File: src/rtl/scr1_dtm_tap_sync.sv
// JTAG TAP controller run on the debug clock: oversamples the JTAG pins, runs the
// 16-state TAP FSM and drives single-clk capture/shift/update pulses on the DTM chain.
module scr1_dtm_tap_sync #(
  parameter int unsigned IR_WIDTH     = 5,
  parameter logic [31:0] IDCODE_VALUE = 32'hDEB11001,
  parameter int unsigned CH_ID_WIDTH  = 2
) (
  input  logic                   clk,
  input  logic                   rst_n,
  input  logic                   jtag_tck,
  input  logic                   jtag_tms,
  input  logic                   jtag_tdi,
  output logic                   jtag_tdo,
  output logic                   jtag_tdo_en,
  output logic                   dtm_ch_sel,
  output logic [CH_ID_WIDTH-1:0] dtm_ch_id,
  output logic                   dtm_ch_capture,
  output logic                   dtm_ch_shift,
  output logic                   dtm_ch_update,
  output logic                   dtm_ch_tdi,
  input  logic                   dtm_ch_tdo
);

  localparam int unsigned IDCODE_W = 32;
  localparam logic [IR_WIDTH-1:0] IR_IDCODE = IR_WIDTH'(5'h01);
  localparam logic [IR_WIDTH-1:0] IR_DTMCS  = IR_WIDTH'(5'h10);
  localparam logic [IR_WIDTH-1:0] IR_DMI    = IR_WIDTH'(5'h11);

  typedef enum logic [3:0] {
    TLR, RTI, SEL_DR, CAP_DR, SH_DR, EX1_DR, PAUSE_DR, EX2_DR, UPD_DR,
    SEL_IR, CAP_IR, SH_IR, EX1_IR, PAUSE_IR, EX2_IR, UPD_IR
  } tap_state_e;

  tap_state_e state_q, state_d;

  logic tck_s1_q, tck_s2_q, tck_prev_q;
  logic tms_s1_q, tms_s2_q;
  logic tdi_s1_q, tdi_s2_q;
  logic rise, fall;

  logic [IR_WIDTH-1:0] ir_q, ir_sr_q;
  logic [IDCODE_W-1:0] idcode_sr_q;
  logic                bypass_q;
  logic                tdo_q, tdo_en_q;
  logic                is_idcode, is_dtmcs, is_dmi;
  logic                dr_tdo;

  // Pin synchronizers plus a third tck stage for edge detection
  always_ff @(posedge clk or negedge rst_n) begin
    if (!rst_n) begin
      tck_s1_q   <= 1'b0;
      tck_s2_q   <= 1'b0;
      tck_prev_q <= 1'b0;
      tms_s1_q   <= 1'b1;
      tms_s2_q   <= 1'b1;
      tdi_s1_q   <= 1'b0;
      tdi_s2_q   <= 1'b0;
    end else begin
      tck_s1_q   <= jtag_tck;
      tck_s2_q   <= tck_s1_q;
      tck_prev_q <= tck_s2_q;
      tms_s1_q   <= jtag_tms;
      tms_s2_q   <= tms_s1_q;
      tdi_s1_q   <= jtag_tdi;
      tdi_s2_q   <= tdi_s1_q;
    end
  end

  assign rise = tck_s2_q & ~tck_prev_q;
  assign fall = ~tck_s2_q & tck_prev_q;

  always_ff @(posedge clk or negedge rst_n) begin
    if (!rst_n) state_q <= TLR;
    else        state_q <= state_d;
  end

  always_comb begin
    state_d = state_q;
    if (rise) begin
      unique case (state_q)
        TLR:      state_d = tms_s2_q ? TLR    : RTI;
        RTI:      state_d = tms_s2_q ? SEL_DR : RTI;
        SEL_DR:   state_d = tms_s2_q ? SEL_IR : CAP_DR;
        CAP_DR:   state_d = tms_s2_q ? EX1_DR : SH_DR;
        SH_DR:    state_d = tms_s2_q ? EX1_DR : SH_DR;
        EX1_DR:   state_d = tms_s2_q ? UPD_DR : PAUSE_DR;
        PAUSE_DR: state_d = tms_s2_q ? EX2_DR : PAUSE_DR;
        EX2_DR:   state_d = tms_s2_q ? UPD_DR : SH_DR;
        UPD_DR:   state_d = tms_s2_q ? SEL_DR : RTI;
        SEL_IR:   state_d = tms_s2_q ? TLR    : CAP_IR;
        CAP_IR:   state_d = tms_s2_q ? EX1_IR : SH_IR;
        SH_IR:    state_d = tms_s2_q ? EX1_IR : SH_IR;
        EX1_IR:   state_d = tms_s2_q ? UPD_IR : PAUSE_IR;
        PAUSE_IR: state_d = tms_s2_q ? EX2_IR : PAUSE_IR;
        EX2_IR:   state_d = tms_s2_q ? UPD_IR : SH_IR;
        UPD_IR:   state_d = tms_s2_q ? SEL_DR : RTI;
        default:  state_d = TLR;
      endcase
    end
  end

  assign is_idcode = (ir_q == IR_IDCODE);
  assign is_dtmcs  = (ir_q == IR_DTMCS);
  assign is_dmi    = (ir_q == IR_DMI);

  // IR: forced to IDCODE while in TLR, otherwise loaded from the shift stage on update
  always_ff @(posedge clk or negedge rst_n) begin
    if (!rst_n) begin
      ir_q    <= IR_IDCODE;
      ir_sr_q <= '0;
    end else begin
      if (rise && state_q == CAP_IR)     ir_sr_q <= IR_WIDTH'(1);
      else if (rise && state_q == SH_IR) ir_sr_q <= {tdi_s2_q, ir_sr_q[IR_WIDTH-1:1]};
      if (state_q == TLR)                ir_q <= IR_IDCODE;
      else if (fall && state_q == UPD_IR) ir_q <= ir_sr_q;
    end
  end

  // Internal DRs; unknown instructions fall through to BYPASS
  always_ff @(posedge clk or negedge rst_n) begin
    if (!rst_n) begin
      idcode_sr_q <= '0;
      bypass_q    <= 1'b0;
    end else if (rise && state_q == CAP_DR) begin
      if (is_idcode) idcode_sr_q <= IDCODE_VALUE;
      bypass_q <= 1'b0;
    end else if (rise && state_q == SH_DR) begin
      if (is_idcode) idcode_sr_q <= {tdi_s2_q, idcode_sr_q[IDCODE_W-1:1]};
      bypass_q <= tdi_s2_q;
    end
  end

  always_comb begin
    dr_tdo = bypass_q;
    if (dtm_ch_sel)     dr_tdo = dtm_ch_tdo;
    else if (is_idcode) dr_tdo = idcode_sr_q[0];
  end

  // TDO and its enable change only on tck falling edges
  always_ff @(posedge clk or negedge rst_n) begin
    if (!rst_n) begin
      tdo_q    <= 1'b0;
      tdo_en_q <= 1'b0;
    end else if (fall) begin
      tdo_en_q <= (state_q == SH_IR) || (state_q == SH_DR);
      if (state_q == SH_IR)      tdo_q <= ir_sr_q[0];
      else if (state_q == SH_DR) tdo_q <= dr_tdo;
    end
  end

  assign jtag_tdo       = tdo_q;
  assign jtag_tdo_en    = tdo_en_q;
  assign dtm_ch_sel     = is_dtmcs | is_dmi;
  assign dtm_ch_id      = is_dtmcs ? CH_ID_WIDTH'(1) : (is_dmi ? CH_ID_WIDTH'(2) : CH_ID_WIDTH'(0));
  assign dtm_ch_capture = dtm_ch_sel & rise & (state_q == CAP_DR);
  assign dtm_ch_shift   = dtm_ch_sel & rise & (state_q == SH_DR);
  assign dtm_ch_update  = dtm_ch_sel & fall & (state_q == UPD_DR);
  assign dtm_ch_tdi     = tdi_s2_q;

endmodule

File: config.mk
export PLATFORM = sky130hd
export DESIGN_NAME = scr1_dtm_tap_sync
export DESIGN_NICKNAME = d
export VERILOG_FILES = /design/src/rtl/scr1_dtm_tap_sync.sv
export SDC_FILE = /design/constraint.sdc
export NUM_CORES = 1
export LEC_CHECK = 0
export ABC_AREA = 1
export CAP_MARGIN = 40
export CORE_ASPECT_RATIO = 0.6
export CORE_MARGIN = 3
export CORE_UTILIZATION = 55
export DETAILED_ROUTE_END_ITERATION = 8
export HOLD_SLACK_MARGIN = 0.05
export PLACE_DENSITY = 0.74
export RECOVER_POWER = 25
export SYNTH_ARGS = -nofsm -noshare
export SYNTH_HDL_FRONTEND = slang
export SYNTH_SLANG_ARGS = --single-unit
File: constraint.sdc
create_clock -name clk -period 3.69 [get_ports clk]
set_input_delay 0.5535 -clock clk [delete_from_list [all_inputs] [get_ports clk]]
set_output_delay 0.5535 -clock clk [all_outputs]
set_load 0.03 [all_outputs]
==> flow_summary_export.csv, run 1 <==
group,metric,value,unit
status,outcome,"finished, violations left",
status,violations,"capacitance limit, slew limit",
critical_path,cp_max_fo,33,
critical_path,cp-start-kind,"flop",
grt,grt_remaining_overflow,0,
synthesis,yosysTopAreaCell,"dfrtp_1",
clocking,insertion_delay,0.30,ns
critical_path,crit_path_cell_trace,"nor2_2 -> nand2_2 -> nor2_1 -> inv_2 -> nor2_1 -> clkdlybuf4s50_1",
clocking,postCtsSetupRepairBufs,0,
critical_path,crit_top_cell,"nor2_1",
routing,vias,2060,
synthesis,synth.avg_cell_area,7.98,sq um
die,io-pin-count,15,
timing,relSlewSlack,-20.8,%
die,coreArea,4660,sq um
synthesis,synth_ff_type,"dfrtp_1",
critical_path,crit_arrival,2.45,ns
routing,vias_per_cell,4.96,
die,die_area,5810,sq um
synthesis,ys_ff_latch,56,
timing,setup_violations,0,
place,place_inst,406,
synthesis,yosysTopAreaCellShare,49.1,%
synthesis,synth_area,2700,sq um
timing,rsz0062_at_grt,"no",
place,hpwlAfterDp,3.55,mm
synthesis,ys_types,22,
die,die_x,96.4,um
clocking,cts_tree,"yes",
synthesis,yosysWarnings,0,
clocking,clk_transition_reported_paths,0.09,ns
timing,fmax,333,MHz
routing,drcViolationCount,0,
place,gp_congestion,0.985,
timing,tightest_slew,1.81,ns
layout,areaGrowthSynthToFinish,9.04,%
timing,fin_skew,0.0107,ns
clocking,root_buffer,"clkbuf_8",
layout,fin_nets,357,
critical_path,critPathSlowestCell,"clkdlybuf4s50_1",
timing,hold_viol_final,0,
timing,fin_crit_sh,81.3,%
critical_path,cp_slowest_stage_delay,0.68,ns
synthesis,synth.net_count,344,
timing,finalCriticalPeriod,3.00,ns
timing,tns,0,ns
clocking,cts.path.max_buffers,2,
die,rows,19,
clocking,cts.sinks,56,
min_path,min_path_type,"reg2reg",
layout,final_cells,415,
grt,grt_start_max_net_pins,65,
grt,grt_pass1_vias,1701,
place,portBuffers,14,
grt,track_usage,19.3,%
routing,wl_per_cell,12.0,um
grt,grt_pass1_wl,8.48,mm
clocking,cts_buffers,5,
routing,dr.pass1.iters,5,
synthesis,yosysSeqAreaShare,52.1,%
critical_path,crit_type,"reg2out",
critical_path,cp-end-kind,"primary output",
routing,drt_iter0_markers,205,
run,drv_cap,1,
synthesis,synthTopCellsByArea,"dfrtp_1, nand2_1, inv_1, o21ai_1, nand3_1",
synthesis,synth-edff-count,0,
layout,insertedDiodeCount,0,
die,fp.dieH,60.3,um
power_and_ir_drop,powerDensity,622,nW/um^2
routing,drt-total-wl,4.96,mm
power_and_ir_drop,leakage,1.54,nW
routing,antenna_left,0,
synthesis,postSynthCellCount,338,
timing,drv_slew,36,
clocking,cts_max_level,2,
layout,fill_cells,418,
synthesis,async_reset_ff_share,100,%
die,start_util,57.9,%
layout,drive_gt1_share,11.4,%
power_and_ir_drop,vdd_ir_drop_max,0.414,mV
critical_path,critPathRequiredTime,3.14,ns
grt,antenna_found_initial,0,
[where the power goes]
part | internal, W | switching, W
logic | 0.000223 | 0.000407
clock network | 0.000150 | 0.000188
registers | 0.000760 | 0.000102
total | 0.00113 | 0.000697
[layer usage]
metal / vias to the layer above / wire [um] / track usage (%)
li1: 1058 / - / -
met1: 949 / 2710 / 33.2
met2: 49 / 1880 / 22.3
met3: 4 / 334 / 6.42
met4: 0 / 29 / 3.39
met5: - / 0 / 0
[path summary, 6_finish.rpt]
path	startpoint	endpoint	slack, ns	cells past startpoint
setup reg to reg	state_q[2]	idcode_sr_q[27]	1.58	6
hold reg to reg	tdi_s1_q	dtm_ch_tdi	0.35	0
hold / removal	tdi_s1_q	dtm_ch_tdi	0.35	0
max in group asynchronous	rst_n	tms_s1_q	1.00	4
min in group asynchronous	rst_n	ir_sr_q[2]	0.62	2
setup / recovery	state_q[2]	dtm_ch_capture	0.69	6
[metrics by stage]
step	hold slack [ns]	cell area (sq um)	worst slack (ns)	power, W	utilization (%)
floorplan	0.258	2700	1.62	0.00135	-
detailed placement	0.336	2860	1.06	0.00149	61.3
global placement	0.337	2840	1.11	0.00148	60.9
finish	0.354	2940	0.690	0.00183	63.2
CTS	0.0573	2950	0.698	0.00183	63.3
global route	0.361	2940	0.543	0.00198	63.2
[timing repair]
| action | CTS | global route |
|---|---|---|
| hold endpoints to repair | 0 | 4 |
| hold buffers | 0 | 1 |
| resized for setup | 0 | 0 |
[cells in the mapped netlist (4+ instances only)]
cell and count:
dfrtp_1 53, a21oi_1 6, nor2_1 21, o21ai_2 9, nand2_1 106, nand2_2 9, inv_1 54, nand3_1 16
o21ai_0 11, buf_6 4, o21ai_1 23, buf_2 6
[state kept, by name, summed over array words and instances, names as in the netlist, 4 cells and up]
name         flops
idcode_sr_q     32
ir_q             5
ir_sr_q          5
state_q          4
[cells by family (layout without fill, tap and decap cells)]
| kind of cell | Yosys count | count (layout) | synth area share [%] |
|---|---|---|---|
| simple gates | 162 | 162 | 25.9 |
| buf+inv | 68 | 82 | 11.0 |
| flops | 56 | 56 | 52.1 |
| compound gates | 52 | 52 | 11.0 |
[layout make-up]
type / count / area (sq um) / share of cell area [%]
flip-flops and latches: 56 / 1410 / 47.7
multi-input cells: 214 / 997 / 33.9
inverters: 57 / 214 / 7.27
repair buffers: 17 / 155 / 5.27
clock buffers: 6 / 82.6 / 2.81
well taps: 63 / 78.8 / 2.68
clock inverters: 2 / 10.0 / 0.340
[placed cells by master (no fill, tap or decap), drive strengths merged]
master         netlist  routed
nand2              115     115
inv                 57      57
dfrtp               53      53
o21ai               43      43
nor2                27      27
nand3               17      17
clkdlybuf4s50        0      10
clkbuf               0       8
a21oi                6       6
dlygate4sd3          0       4
dfstp                3       3
nor3                 2       2
o22ai                2       2
clkinv               0       2
nand4                1       1
a31oi                1       1
buf                 11       1
[worst max-delay path: cells and delay by family (launching register included)]
family / cells / cell delay (ns)
flip-flops: 1 / 0.47
AND/OR/NAND/NOR: 4 / 0.76
buffers and inverters: 2 / 0.93
(Power assumes the default switching activity.)
==> run 2, diff against run 1 <==
==> constraint.sdc (replaced) <==
create_clock -name clk -period 3.1 [get_ports clk]
set_input_delay 0.465 -clock clk [delete_from_list [all_inputs] [get_ports clk]]
set_output_delay 0.465 -clock clk [all_outputs]
set_load 0.03 [all_outputs]
==> run 2 against run 1 <==
  * The flow still finishes with violations (capacitance limit, slew limit)
  * Global-route usage rose by 0.072 points
  * Routed wire length fell by 1.5%
  * Final area rose by 0.21%
  * Total power rose by 19%
  * Register-to-register slack got worse by 0.57 ns
  * Clock power rose by 24%
  * Final cell count did not move
  * Clock skew fell by 0.0016 ns
  * Via count fell by 2.9%
  * Highest routed layer unchanged
==> flow_summary_export.csv, run 2 (synthesis results as in run 1) <==
group,metric,value,unit
timing,rsz0062_at_grt,"no",
critical_path,r2r_start,"ir_q[0]",
grt,grt_pass1_vias,1719,
critical_path,crit_type,"reg2out",
layout,ff_latch_area,1410,sq um
grt,antenna_found_initial,0,
layout,regMostFlops,"idcode_sr_q",
clocking,clk_transition_reported_paths,0.09,ns
layout,areaGrowthSynthToFinish,9.27,%
clocking,root_buffer,"clkbuf_8",
critical_path,cp-end-kind,"primary output",
layout,final_cell_mix,"nand2_1, inv_1, dfrtp_1, o21ai_1, nor2_1",
timing,tightest_slew,1.57,ns
critical_path,cp-endpoint,"dtm_ch_capture",
min_path,min_path_type,"reg2reg",
place,place_area,2850,sq um
timing,fin_skew,0.00901,ns
timing,drv_slew,32,
routing,antenna_left,0,
clocking,cts_tree,"yes",
layout,multi_input_area,997,sq um
power_and_ir_drop,powerDensity,740,nW/um^2
die,die_x,96.4,um
layout,largest_reg_flops,32,
critical_path,crit_family,"buffers and inverters",
clocking,cts.path.max_buffers,2,
status,outcome,"finished, violations left",
clocking,ctsHoldBuffers,0,
layout,drive_gt1_share,11.9,%
timing,hold_viol_final,0,
layout,stdcell_area,2950,sq um
timing,fin_crit_sh,85.4,%
status,violations,"capacitance limit, slew limit",
die,start_util,57.9,%
die,die_area,5810,sq um
timing,setup_violations,0,
critical_path,crit_path_cell_trace,"nor2_2 -> nand2_2 -> nor2_1 -> inv_2 -> nor2_1 -> clkdlybuf4s50_1",
critical_path,cp_slowest_stage_delay,0.69,ns
grt,grt_start_max_net_pins,65,
routing,drt-total-wl,4.89,mm
power_and_ir_drop,leakage,1.53,nW
run,drv_cap,1,
critical_path,r2r-end,"idcode_sr_q[27]",
timing,tns,0,ns
power_and_ir_drop,vdd_ir_drop_max,0.460,mV
critical_path,crit_arrival,2.18,ns
critical_path,critPathRequiredTime,2.63,ns
timing,fmax,378,MHz
die,rows,19,
critical_path,crit_top_cell,"nor2_1",
critical_path,cp.depth,6,
routing,drt_iter0_markers,223,
layout,insertedDiodeCount,0,
die,fp.dieH,60.3,um
critical_path,reg2reg_slack,1.01,ns
clocking,cts_max_level,2,
clocking,cts_buffers,5,
min_path,hold_path_startpoint,"tck_s1_q",
critical_path,r2r_cells,7,
routing,vias_per_cell,4.82,
timing,relSlewSlack,-4.44,%
place,gp_congestion,1.04,
routing,wl_per_cell,11.8,um
layout,fill_cells,441,
die,coreArea,4660,sq um
critical_path,cp_max_fo,7,
layout,top_regs,"idcode_sr_q (32), ir_q (5), ir_sr_q (5)",
timing,finalCriticalPeriod,2.65,ns
clocking,insertion_delay,0.31,ns
place,hpwlAfterDp,3.46,mm
routing,dr.pass1.iters,4,
clocking,cts.sinks,56,
place,portBuffers,14,
grt,grt_pass1_wl,8.44,mm
critical_path,cp-start-kind,"flop",
grt,track_usage,19.4,%
grt,grt_remaining_overflow,0,
layout,layout_commonest_cell,"nand2_1",
clocking,postCtsSetupRepairBufs,0,
critical_path,crit_buf_inv,2,
layout,fin_nets,357,
routing,drcViolationCount,0,
routing,vias,2001,
clocking,cts_resized,0,
critical_path,crit_path_start,"state_q[2]",
critical_path,critPathSlowestCell,"clkdlybuf4s50_1",
die,io-pin-count,15,
[run 2: final cells by class]
class	instances	area share, %
multi-input cells	214	33.8
well taps	63	2.67
clock inverters	2	0.509
flip-flops and latches	56	47.6
inverters	57	7.25
clock buffers	6	2.80
repair buffers	17	5.30
[run 2: metrics by stage]
step / instances / setup slack [ns] / hold slack [ns] / total power, W / utilization, %
3_3_place_gp: 407 / 0.798 / 0.332 / 0.00177 / 61.2
2_1_floorplan: 338 / 1.12 / 0.169 / 0.00161 / -
5_1_grt: 415 / 0.210 / 0.364 / 0.00236 / 63.3
4_1_cts: 415 / 0.419 / 0.188 / 0.00220 / 63.3
3_5_place_dp: 407 / 0.779 / 0.335 / 0.00177 / 61.2
6_report: 415 / 0.453 / 0.354 / 0.00218 / 63.3
[run 2: power breakdown]
group          internal, W  switching [W]  leakage, nW
sequential        0.000904       0.000123        0.720
clock             0.000181       0.000237       0.0434
combinational     0.000265       0.000470        0.770
[run 2: routing by layer]
metal | global-route usage [%] | part of all wire, % | up-vias
li1 | - | - | 1054
met5 | 0 | 0 | -
met3 | 5.16 | 5.8 | 10
met4 | 7.19 | 1.6 | 0
met1 | 32.3 | 54 | 889
met2 | 22.7 | 38 | 48
[run 2: how the worst min path moves through the flow]
stage                     depth (start not counted)  slack, ns         endpoint
after floorplan                                   0       0.17         bypass_q
after global placement                            0       0.33       dtm_ch_tdi
after detailed placement                          0       0.33         tck_s2_q
after CTS                                         1       0.19  idcode_sr_q[16]
after global routing                              0       0.36         tms_s2_q
final                                             0       0.35         tck_s2_q
